**config.mk**
```make
export PLATFORM = sky130hd
export DESIGN_NAME = alt_xcvr_reset_sequencer
export DESIGN_NICKNAME = d
export VERILOG_FILES = /design/src/rtl/alt_xcvr_reset_sequencer.sv
export SDC_FILE = /design/constraint.sdc
export NUM_CORES = 1
export LEC_CHECK = 0
export CAP_MARGIN = 20
export CELL_PAD_IN_SITES_DETAIL_PLACEMENT = 0
export CELL_PAD_IN_SITES_GLOBAL_PLACEMENT = 1
export CORE_MARGIN = 3
export CORE_UTILIZATION = 49
export CTS_BUF_LIST = sky130_fd_sc_hd__clkbuf_8 sky130_fd_sc_hd__clkbuf_16
export DETAILED_ROUTE_END_ITERATION = 16
export DONT_BUFFER_PORTS = 1
export HOLD_SLACK_MARGIN = 0.12
export PLACE_DENSITY = 0.89
export SLEW_MARGIN = 20
export SYNTH_ARGS = -nofsm -noshare
export SYNTH_HDL_FRONTEND = slang
export SYNTH_SLANG_ARGS = --single-unit
export TNS_END_PERCENT = 20
```
**constraint.sdc**
```tcl
create_clock -name clk -period 3.35 [get_ports clk]
set_input_delay 0.5025 -clock clk [delete_from_list [all_inputs] [get_ports clk]]
set_output_delay 0.5025 -clock clk [all_outputs]
set_load 0.02 [all_outputs]
```
**src/rtl/alt_xcvr_reset_sequencer.sv**
```systemverilog
// PLL / transceiver reset sequencer for one channel group.
// Orders reset release, waits for lock/ready, retries on timeout.
module alt_xcvr_reset_sequencer #(
    parameter int PULSE_CYCLES  = 64,
    parameter int SETTLE_CYCLES = 256,
    parameter int TIMEOUT_BITS  = 20,
    parameter int MAX_RETRIES   = 3
) (
    input  logic       clk,
    input  logic       rst,
    input  logic       req_reset,
    input  logic       pll_locked,
    input  logic       xcvr_ready,
    output logic       pll_reset,
    output logic       xcvr_reset,
    output logic       ready_out,
    output logic       fail,
    output logic [3:0] retry_count
);

    localparam int PW  = $clog2(PULSE_CYCLES);
    localparam int SW  = $clog2(SETTLE_CYCLES);
    localparam int CW0 = (TIMEOUT_BITS > PW) ? TIMEOUT_BITS : PW;
    localparam int CW  = (CW0 > SW) ? CW0 : SW;

    localparam logic [CW-1:0] PULSE_LAST  = CW'(PULSE_CYCLES - 1);
    localparam logic [CW-1:0] SETTLE_LAST = CW'(SETTLE_CYCLES - 1);
    localparam logic [CW-1:0] TMO_LAST    = {CW{1'b1}} >> (CW - TIMEOUT_BITS);
    localparam logic [3:0]    MAX_RC      = 4'(MAX_RETRIES);

    typedef enum logic [2:0] {
        ST_ASSERT,
        ST_WAIT_LOCK,
        ST_SETTLE,
        ST_WAIT_READY,
        ST_RUN,
        ST_FAIL
    } state_e;

    logic [2:0]    lock_sync_q;
    logic [2:0]    rdy_sync_q;
    logic          lock_s;
    logic          rdy_s;

    state_e        state_q, state_d;
    logic [CW-1:0] cnt_q, cnt_d;
    logic [3:0]    retry_q, retry_d;
    logic [3:0]    retry_inc;
    logic          restart;
    logic          timeout;
    logic          cnt_tmo;

    logic          pll_reset_q;
    logic          xcvr_reset_q;
    logic          ready_q;
    logic          fail_q;

    // Three-flop synchronisers for the asynchronous status inputs
    always_ff @(posedge clk or posedge rst) begin
        if (rst) begin
            lock_sync_q <= 3'b000;
            rdy_sync_q  <= 3'b000;
        end else begin
            lock_sync_q <= {lock_sync_q[1:0], pll_locked};
            rdy_sync_q  <= {rdy_sync_q[1:0], xcvr_ready};
        end
    end

    assign lock_s    = lock_sync_q[2];
    assign rdy_s     = rdy_sync_q[2];
    assign cnt_tmo   = (cnt_q == TMO_LAST);
    assign retry_inc = (retry_q == 4'hF) ? retry_q : retry_q + 4'd1;

    // Next state: req_reset, then loss, then success, then timeout
    always_comb begin
        state_d = state_q;
        retry_d = retry_q;
        restart = 1'b0;
        timeout = 1'b0;
        if (req_reset) begin
            state_d = ST_ASSERT;
            retry_d = 4'd0;
            restart = 1'b1;
        end else begin
            unique case (state_q)
                ST_ASSERT: begin
                    if (cnt_q == PULSE_LAST) state_d = ST_WAIT_LOCK;
                end
                ST_WAIT_LOCK: begin
                    if (lock_s)       state_d = ST_SETTLE;
                    else if (cnt_tmo) timeout = 1'b1;
                end
                ST_SETTLE: begin
                    if (!lock_s)                  state_d = ST_ASSERT;
                    else if (cnt_q == SETTLE_LAST) state_d = ST_WAIT_READY;
                end
                ST_WAIT_READY: begin
                    if (!lock_s)      state_d = ST_ASSERT;
                    else if (rdy_s)   state_d = ST_RUN;
                    else if (cnt_tmo) timeout = 1'b1;
                end
                ST_RUN: begin
                    if (!lock_s || !rdy_s) state_d = ST_ASSERT;
                end
                ST_FAIL: begin
                    state_d = ST_FAIL;
                end
                default: begin
                    state_d = ST_ASSERT;
                end
            endcase
            if (timeout) begin
                retry_d = retry_inc;
                state_d = (retry_inc >= MAX_RC) ? ST_FAIL : ST_ASSERT;
            end
        end
        cnt_d = (restart || (state_d != state_q)) ? '0 : cnt_q + CW'(1);
    end

    // State, shared timer and retry counter
    always_ff @(posedge clk or posedge rst) begin
        if (rst) begin
            state_q <= ST_ASSERT;
            cnt_q   <= '0;
            retry_q <= 4'd0;
        end else begin
            state_q <= state_d;
            cnt_q   <= cnt_d;
            retry_q <= retry_d;
        end
    end

    // Output flops track the decode of the state being entered
    always_ff @(posedge clk or posedge rst) begin
        if (rst) begin
            pll_reset_q  <= 1'b1;
            xcvr_reset_q <= 1'b1;
            ready_q      <= 1'b0;
            fail_q       <= 1'b0;
        end else begin
            pll_reset_q  <= (state_d == ST_ASSERT) || (state_d == ST_FAIL);
            xcvr_reset_q <= (state_d == ST_ASSERT) || (state_d == ST_WAIT_LOCK) ||
                            (state_d == ST_SETTLE) || (state_d == ST_FAIL);
            ready_q      <= (state_d == ST_RUN);
            fail_q       <= (state_d == ST_FAIL);
        end
    end

    assign pll_reset   = pll_reset_q;
    assign xcvr_reset  = xcvr_reset_q;
    assign ready_out   = ready_q;
    assign fail        = fail_q;
    assign retry_count = retry_q;

endmodule

```
# Word level (Yosys, flattened, before mapping)
# Cells that the tools add are included.
totals:
  register_bits: 37
  input_bits: 5
  out_inout_bits: 8
  word_cells: 59
op_classes:
  addsub: 2
  magnitude_cmp: 1
  eq_ne: 14
  mux: 22
  n_reduce_logical: 11
op_table:
  columns: ["cell", "n"]
  rows:
  - ["$mux 3", 10]
  - ["$add 20x1->20 const B", 1]
  - ["$eq 20x20->1 const B", 1]
  - ["$eq 20x6->1 const B", 1]
  - ["$eq 20x8->1 const B", 1]
  - ["$mux 20", 1]
  - ["$pmux 3 s6", 1]
  - ["$eq 3x3->1 const B", 4]
  - ["$mux 4", 3]
  - ["$eq 3x2->1 const B", 3]
  - ["$eq 3x1->1 const B", 2]
  - ["$logic_not 3->1", 2]
  - ["$logic_or 1x1->1", 6]
  - ["$mux 1", 6]
  - ["$add 4x1->4 const B", 1]
  - ["$eq 4x4->1 const B", 1]
  - ["$ge 4x2->1 const B", 1]
  - ["$ne 3x3->1", 1]
  - ["$logic_not 1->1", 2]
  - ["$pmux 1 s2", 1]
  - ["$reduce_bool 2->1", 1]

# Logic depth before layout (Yosys ltp)
# Gate-level depths: netlist of the first run.
logic_depth:
  ltp_word: 12
  ltp_mapped: 9
  mapped_depth_nobuf: 6

# Worst setup path before layout of the first run
# Ideal clock, no wire load.
synth_path:
  path_type: "register -> register"
  startpoint: "register retry_q[0], in the netlist retry_count[0]"
  endpoint: "register cnt_q[11]"
  setup_time_ns: 0.134
  t_arrival_ns: 2.348
  required_ns: 3.216
  path_slack_ns: 0.868
  path_stages_with_launch: 8
  path_buffers: 1
  synth_period_minus_slack_ns: 2.482
  path_cell_list: "dfrtp_1 > ha_1 > a21bo_1 > a2111oi_4 > a41oi_1 > a21boi_1 > clkbuf_1 > nor3_1"
synth_between:
  elab_chain_len: 9
  word_cells_on_any_way: 10
  classes_between: "add/sub: 1; order compare: 1; eq/ne: 2; mux: 5; reduce/logical: 1"
synth_rtl:
  columns: ["item", "line", "source"]
  rows:
  - ["start, declared", "47", "logic [3:0] retry_q, retry_d;"]
  - ["start signal, assigned", "129", "retry_q <= retry_d;"]
  - ["$add 4x1->4 / $eq 4x4->1 (equally long branches)", "72", "assign retry_inc = (retry_q == 4'hF) ? retry_q : retry_q + 4'd1;"]
  - ["$mux 4 (*)", "72", null]
  - ["$ge 4x2->1 (*)", "114", "state_d = (retry_inc >= MAX_RC) ? ST_FAIL : ST_ASSERT;"]
  - ["$mux 3 (*)", "114", null]
  - ["$mux 3 (*)", "112", "if (timeout) begin"]
  - ["$mux 3 (*)", "80", "if (req_reset) begin"]
  - ["$ne 3x3->1 (*)", "117", "cnt_d = (restart || (state_d != state_q)) ? '0 : cnt_q + CW'(1);"]
  - ["$logic_or 1x1->1 (*)", "117", null]
  - ["$mux 20 (*)", "117", null]
  - ["named net cnt_d[11]", "46", "logic [CW-1:0] cnt_q, cnt_d;"]
  - ["end signal, assigned", "128", "cnt_q <= cnt_d;"]
  - ["end, declared", "46", null]
# Mark *: on every way through the listed nets, which the timed path passes. The rest lies on a longest branch.
# A chain may end at the register's enable or synchronous reset.

# Worst setup path after layout of the first run
layout_path:
  startpoint: "register retry_q[0], in the netlist retry_count[0]"
  endpoint: "register cnt_q[8]"
# The elaborated chain is that of the path after synthesis.

==> results of run 1 <==
## layout by cell type, fill, tap and decap left out, types with 2 or more instances in the layout
cell and n:
clkbuf_8 5, nor2_1 18, xor2_1 5, nand2_1 12, nor3_1 19, a2111oi_0 2
a21oi_1 5, mux2i_1 2, dfrtp_1 35, a41oi_1 2, and4_1 7, o21ai_0 3
xnor2_1 14, nand4_1 3, nor4_1 4, buf_4 2, nand3_1 17, nor2b_1 6
nand3b_1 2, inv_1 4, and2_1 2, and3_1 4, ha_1 2, dfstp_2 2
## through the flow
stage | hold slack, ps | power [W] | setup WS, ps
floorplan | 331 | 0.000488 | 868
global placement | 333 | 0.000491 | 588
detailed placement | 340 | 0.000493 | 462
CTS | 219 | 0.000813 | 446
global route | 204 | 0.000843 | 285
finish | 228 | 0.000802 | 450
## flip-flops by register name, summed over array words and instances, names as in the netlist
name         cells
cnt_q           20
retry_count      4
lock_sync_q      3
rdy_sync_q       3
state_q          3
fail             1
pll_reset        1
ready_out        1
xcvr_reset       1
## final timing paths
check                      slack, ps             end      startpoint
min in group asynchronous        300   rdy_sync_q[0]             rst
max                              450        cnt_q[8]  retry_count[0]
max reg2reg                      450        cnt_q[8]  retry_count[0]
max in group asynchronous       2330       cnt_q[13]             rst
min reg2reg                      360   rdy_sync_q[2]   rdy_sync_q[1]
min                              230  lock_sync_q[0]      pll_locked
## cell type report
class	instances	area [µm²]	share of cell area
inverters	4	15.0	0.00736
repair buffers	2	15.0	0.00736
flip-flops and latches	37	928	0.455
well taps	48	60.1	0.0294
multi-input cells	142	927	0.455
clock inverters	3	25.0	0.0123
clock buffers	5	68.8	0.0337
## power by group through the flow
stage | combinational, W | clock [W] | sequential [W]
after CTS | 0.0000262 | 0.000329 | 0.000458
after floorplan | 0.0000233 | 0 | 0.000465
after detailed placement | 0.0000262 | 0 | 0.000467
after global placement | 0.0000247 | 0 | 0.000466
after global routing | 0.0000296 | 0.000354 | 0.000459
final | 0.0000252 | 0.000318 | 0.000458
## per-layer routing
| layer | global-route usage | part of all wire |
|---|---|---|
| met1 | 0.248 | 0.44 |
| met2 | 0.327 | 0.51 |
| met3 | 0.0486 | 0.038 |
| met4 | 0.0546 | 0.011 |
| met5 | 0 | 0 |
## critical path: stages (launching register included)
cell and delay [ps]:
dfrtp_1 580, ha_1 330, a21bo_1 260, a2111oi_4 420, mux2i_1 120, a2111o_1 740, nor4b_4 370
## cells by family after synthesis
logic type                 count (synthesis)  share of synthesized area
and+or+nand+nor                           99                      0.288
DFF                                       37                      0.484
AOI/OAI and AO/OA                         20                     0.0855
xor gates and xnor gates                  19                     0.0868
buffers and inverters                     13                     0.0320
muxes                                      2                     0.0104
adders and majority gates                  2                     0.0131
==> impl_metrics.tcl, run 1 <==
set metrics [dict create \
    worstPathArrival_ps 3110 \
    worst_slew_pin_slew_ps 929 \
    syn-cell-area_um2 1920 \
    worstHoldPathCells 0 \
    die_area_um2 4700 \
    slew_viol_final 0 \
    area_growth_syn_to_layout_pct 6.40 \
    ys_warn_count 0 \
    cp.required_ps 3560 \
    htreeDepth 2 \
    drive_gt1_frac 0.0777 \
    clk_latency_ps 290 \
    internal_power_w 0.000609 \
    post_drt_via_cell_ratio 5.90 \
    startpoint_type "flop" \
    synth_most_common_cell "dfrtp_1" \
    yosys-top-cells-area "dfrtp_1 (46%), xnor2_1 (6.4%), nor3_1 (5.0%)" \
    p_comb_frac 0.031 \
    power_density_nw_per_um2 393 \
    grt_use_total 0.194 \
    fin_area_um2 2040 \
    pwr-share-clk 0.397 \
    io_buffers 0 \
    grt_pass1_vias 1438 \
    utilization 0.549 \
    overflow 0 \
    yosys.area.top_type "dfrtp_1" \
    ys_seq_elements 37 \
    tns_ps 0 \
    rsz0062_at_grt "no" \
    synth_top_area_frac 0.457 \
    switching_share 0.240 \
    avgSynthCellArea_um2 9.98 \
    reg2reg_depth 6 \
    hold_class "in -> reg" \
    die_x_um 68.5 \
    fill_cells 336 \
    ir_drop_mv 0.242 \
    fmax_mhz 345 \
    place_inst 233 \
    dp_hpwl_um 2730 \
    synth_edf_count 0 \
    diodes 0 \
    power.switching_w 0.000193 \
    finalSetupViolations 0 \
    grt_max_degree 27 \
    seqPwrFrac 0.571 \
    ys.flop_type "dfrtp_1" \
    relSlewSlack 0.380 \
    drc 0 \
    netlist_instances 192 \
    dr.pass1.iters 4 \
    syn-num-nets 199 \
    hold_viol_final 0 \
    postCtsSetupBuffers 0 \
    core_um2 3720 \
    numCtsBuffers 5 \
    placed_cell_area_um2 1950 \
    end_kind "flop" \
    min_period_over_period 0.866 \
    cts.sinks 37 \
    p_leak_nw 0.841 \
    rows 22 \
    initial_utilization 0.516 \
    synth.top_cells.by_count "dfrtp_1 (35), nor3_1 (19), nor2_1 (18)" \
    grt_pass1_wl_um 6690 \
    clk_path_buf_depth 2 \
    synthArstFlopShare 1.00 \
    cap_viol_max_count 0 \
    clock-skew-final_ps 11.8 \
    ctsResizeCount 0 \
    cts_tree "done" \
    period_minus_slack_ps 2900 \
    status "finished clean" \
    cp_max_fo 20 \
    antenna_found_initial 0 \
    num_vias 1423 \
    crit_type "reg -> reg" \
    final_nets 199 \
    ioPinCount 13 \
    wirelength_um 3780 \
    hold_buffers 0 \
    synth.distinct_cells 38 \
    gp_congestion 0.838 \
    clk_pin_slew_ps 80 \
    die_h_um 68.5 \
    seq_area_frac_synth 0.484 \
    wire_per_inst_um 15.7 \
    drt_iter0_drc 38 \
    ant_nets 0 \
    clockRootBuffer "clkbuf_8" \
    fin_cells 241 \
]
No activity file was read; power rests on OpenSTA's default activity.
==> run 2: changes to the inputs <==
GPL_ROUTABILITY_DRIVEN = 0   (was default)
==> results of run 2 <==
Same layout as run 1: the final DEF is identical, and so are final timing and power.
==> run 3: changes to the inputs <==
REMOVE_ABC_BUFFERS = 1   (was default)
==> impl_metrics.tcl, run 3 (synthesis gave the netlist of run 1 again) <==
set metrics [dict create \
    use_met1 0.225 \
    slew_viol_final 0 \
    die_h_um 68.5 \
    postCtsSetupBuffers 0 \
    clk_path_buf_depth 2 \
    status "finished clean" \
    relSlewSlack 0.414 \
    ant_nets 0 \
    drc 0 \
    cp.required_ps 3550 \
    met2_usage 0.318 \
    cap_viol_max_count 0 \
    end_kind "flop" \
    period_minus_slack_ps 2870 \
    cts.sinks 37 \
    ctsResizeCount 0 \
    drt_iter0_drc 110 \
    initial_utilization 0.516 \
    drive_gt1_frac 0.0725 \
    worstPathCellList "ha_1 -> a21bo_1 -> a2111oi_4 -> mux2i_1 -> a2111o_1 -> nor4b_4" \
    grt_pass1_vias 1409 \
    grt_max_degree 26 \
    finalSetupViolations 0 \
    fmax_mhz 348 \
    grt_pass1_wl_um 6510 \
    ir_drop_mv 0.269 \
    tns_ps 0 \
    cts_tree "done" \
    power.switching_w 0.000174 \
    startpoint_type "flop" \
    final_cell_mix "dfrtp_1 (35), nor3_1 (19), nor2_1 (18)" \
    clock-skew-final_ps 6.38 \
    post_drt_via_cell_ratio 5.84 \
    wirelength_um 3730 \
    worstPathArrival_ps 3070 \
    slowest_delay_ps 720 \
    timing.rr.start "retry_count[0]" \
    reg2reg_slack_ps 480 \
    worst_slew_pin_slew_ps 879 \
    dr.pass1.iters 4 \
    die_area_um2 4700 \
    reg2reg_to "cnt_q[8]" \
    antenna_found_initial 0 \
    fin_ws_ps 477 \
    dp_slack_ps 498 \
    core_um2 3720 \
    io_buffers 0 \
    power_density_nw_per_um2 382 \
    reg2reg_depth 6 \
    final_nets 199 \
    min_period_over_period 0.858 \
    diodes 0 \
    cp_max_fo 20 \
    gr-max-usage-layer "met2" \
    die_x_um 68.5 \
    crit_slowest_cell "a2111o_1" \
    fill_cells 328 \
    holdCritStartpoint "pll_locked" \
    p_comb_frac 0.032 \
    hold_buffers 0 \
    top_register "cnt_q" \
    largest_register_ffs 20 \
    dp_hpwl_um 2630 \
    clockRootBuffer "clkbuf_8" \
    p_leak_nw 0.846 \
    rows 22 \
    crit_type "reg -> reg" \
    num_vias 1407 \
    use_met3 0.0535 \
    seqPwrFrac 0.591 \
    hold_class "in -> reg" \
    hold_viol_final 0 \
    switching_share 0.224 \
    rsz0062_at_grt "no" \
    whs_ps 242 \
    internal_power_w 0.000600 \
    clk_pin_slew_ps 70 \
    htreeDepth 2 \
    overflow 0 \
    area_growth_syn_to_layout_pct 5.81 \
    ioPinCount 13 \
    layout_commonest_cell "dfrtp_1" \
    utilization 0.546 \
    wire_per_inst_um 15.5 \
    pwr-share-clk 0.376 \
    min_to "lock_sync_q[0]" \
    clk_latency_ps 290 \
    numCtsBuffers 5 \
    worstHoldPathCells 0 \
    grt_use_total 0.188 \
]
-- run 3: cell types whose count changed in the layout (fill, tap and decap cells not counted) --
cell and delta:
clkinv_2 +2, clkinv_4 -1, clkinvlp_4 -1, inv_1 +1, inv_6 -1
-- run 3: layout make-up --
cell class,count,area [µm²],share of cell area
sequential,37,928,0.458
multi-input combinational,142,927,0.457
clock buffer,5,68.8,0.0339
tap,48,60.1,0.0296
timing repair buffer,2,15.0,0.00740
inverter,4,15.0,0.00740
clock inverter,3,13.8,0.00679
-- run 3: how the worst max path moves through the flow --
stage,start,slack [ps],end,cells after the start
global route,retry_count[0],340,cnt_q[0],6
finish,retry_count[0],480,cnt_q[8],6
global placement,retry_count[0],590,cnt_q[8],6
CTS,retry_count[0],470,cnt_q[0],6
detailed placement,retry_count[0],500,cnt_q[0],6
floorplan,retry_count[0],750,cnt_q[8],6
-- run 3: per-stage QoR --
stage	instance area, µm²	total power (W)	cells
floorplan	1870	0.000484	183
global placement	1950	0.000490	233
detailed placement	1950	0.000492	233
CTS	2030	0.000784	241
global route	2030	0.000817	241
finish	2030	0.000774	241
-- run 3: worst max-delay path, delay by kind of cell (launching register included) --
family | cells | cell delay (ps)
and+or+nand+nor | 1 | 360
muxes | 1 | 120
AOI/OAI and AO/OA | 3 | 1390
DFF | 1 | 590
adders and majority gates | 1 | 320
-- run 3: power groups by stage --
stage | logic (W) | clock network, W | registers (W)
global route | 0.0000296 | 0.000329 | 0.000458
floorplan | 0.0000196 | 0 | 0.000465
detailed placement | 0.0000260 | 0 | 0.000466
global placement | 0.0000244 | 0 | 0.000466
finish | 0.0000249 | 0.000291 | 0.000458
CTS | 0.0000261 | 0.000300 | 0.000458
-- run 3: layer usage --
layer	vias up	share of wire	wire length, µm
met1	675	0.44	1650
met5	-	0	0
li1	694	-	-
met3	5	0.051	189
met2	33	0.50	1850
met4	0	0.013	48
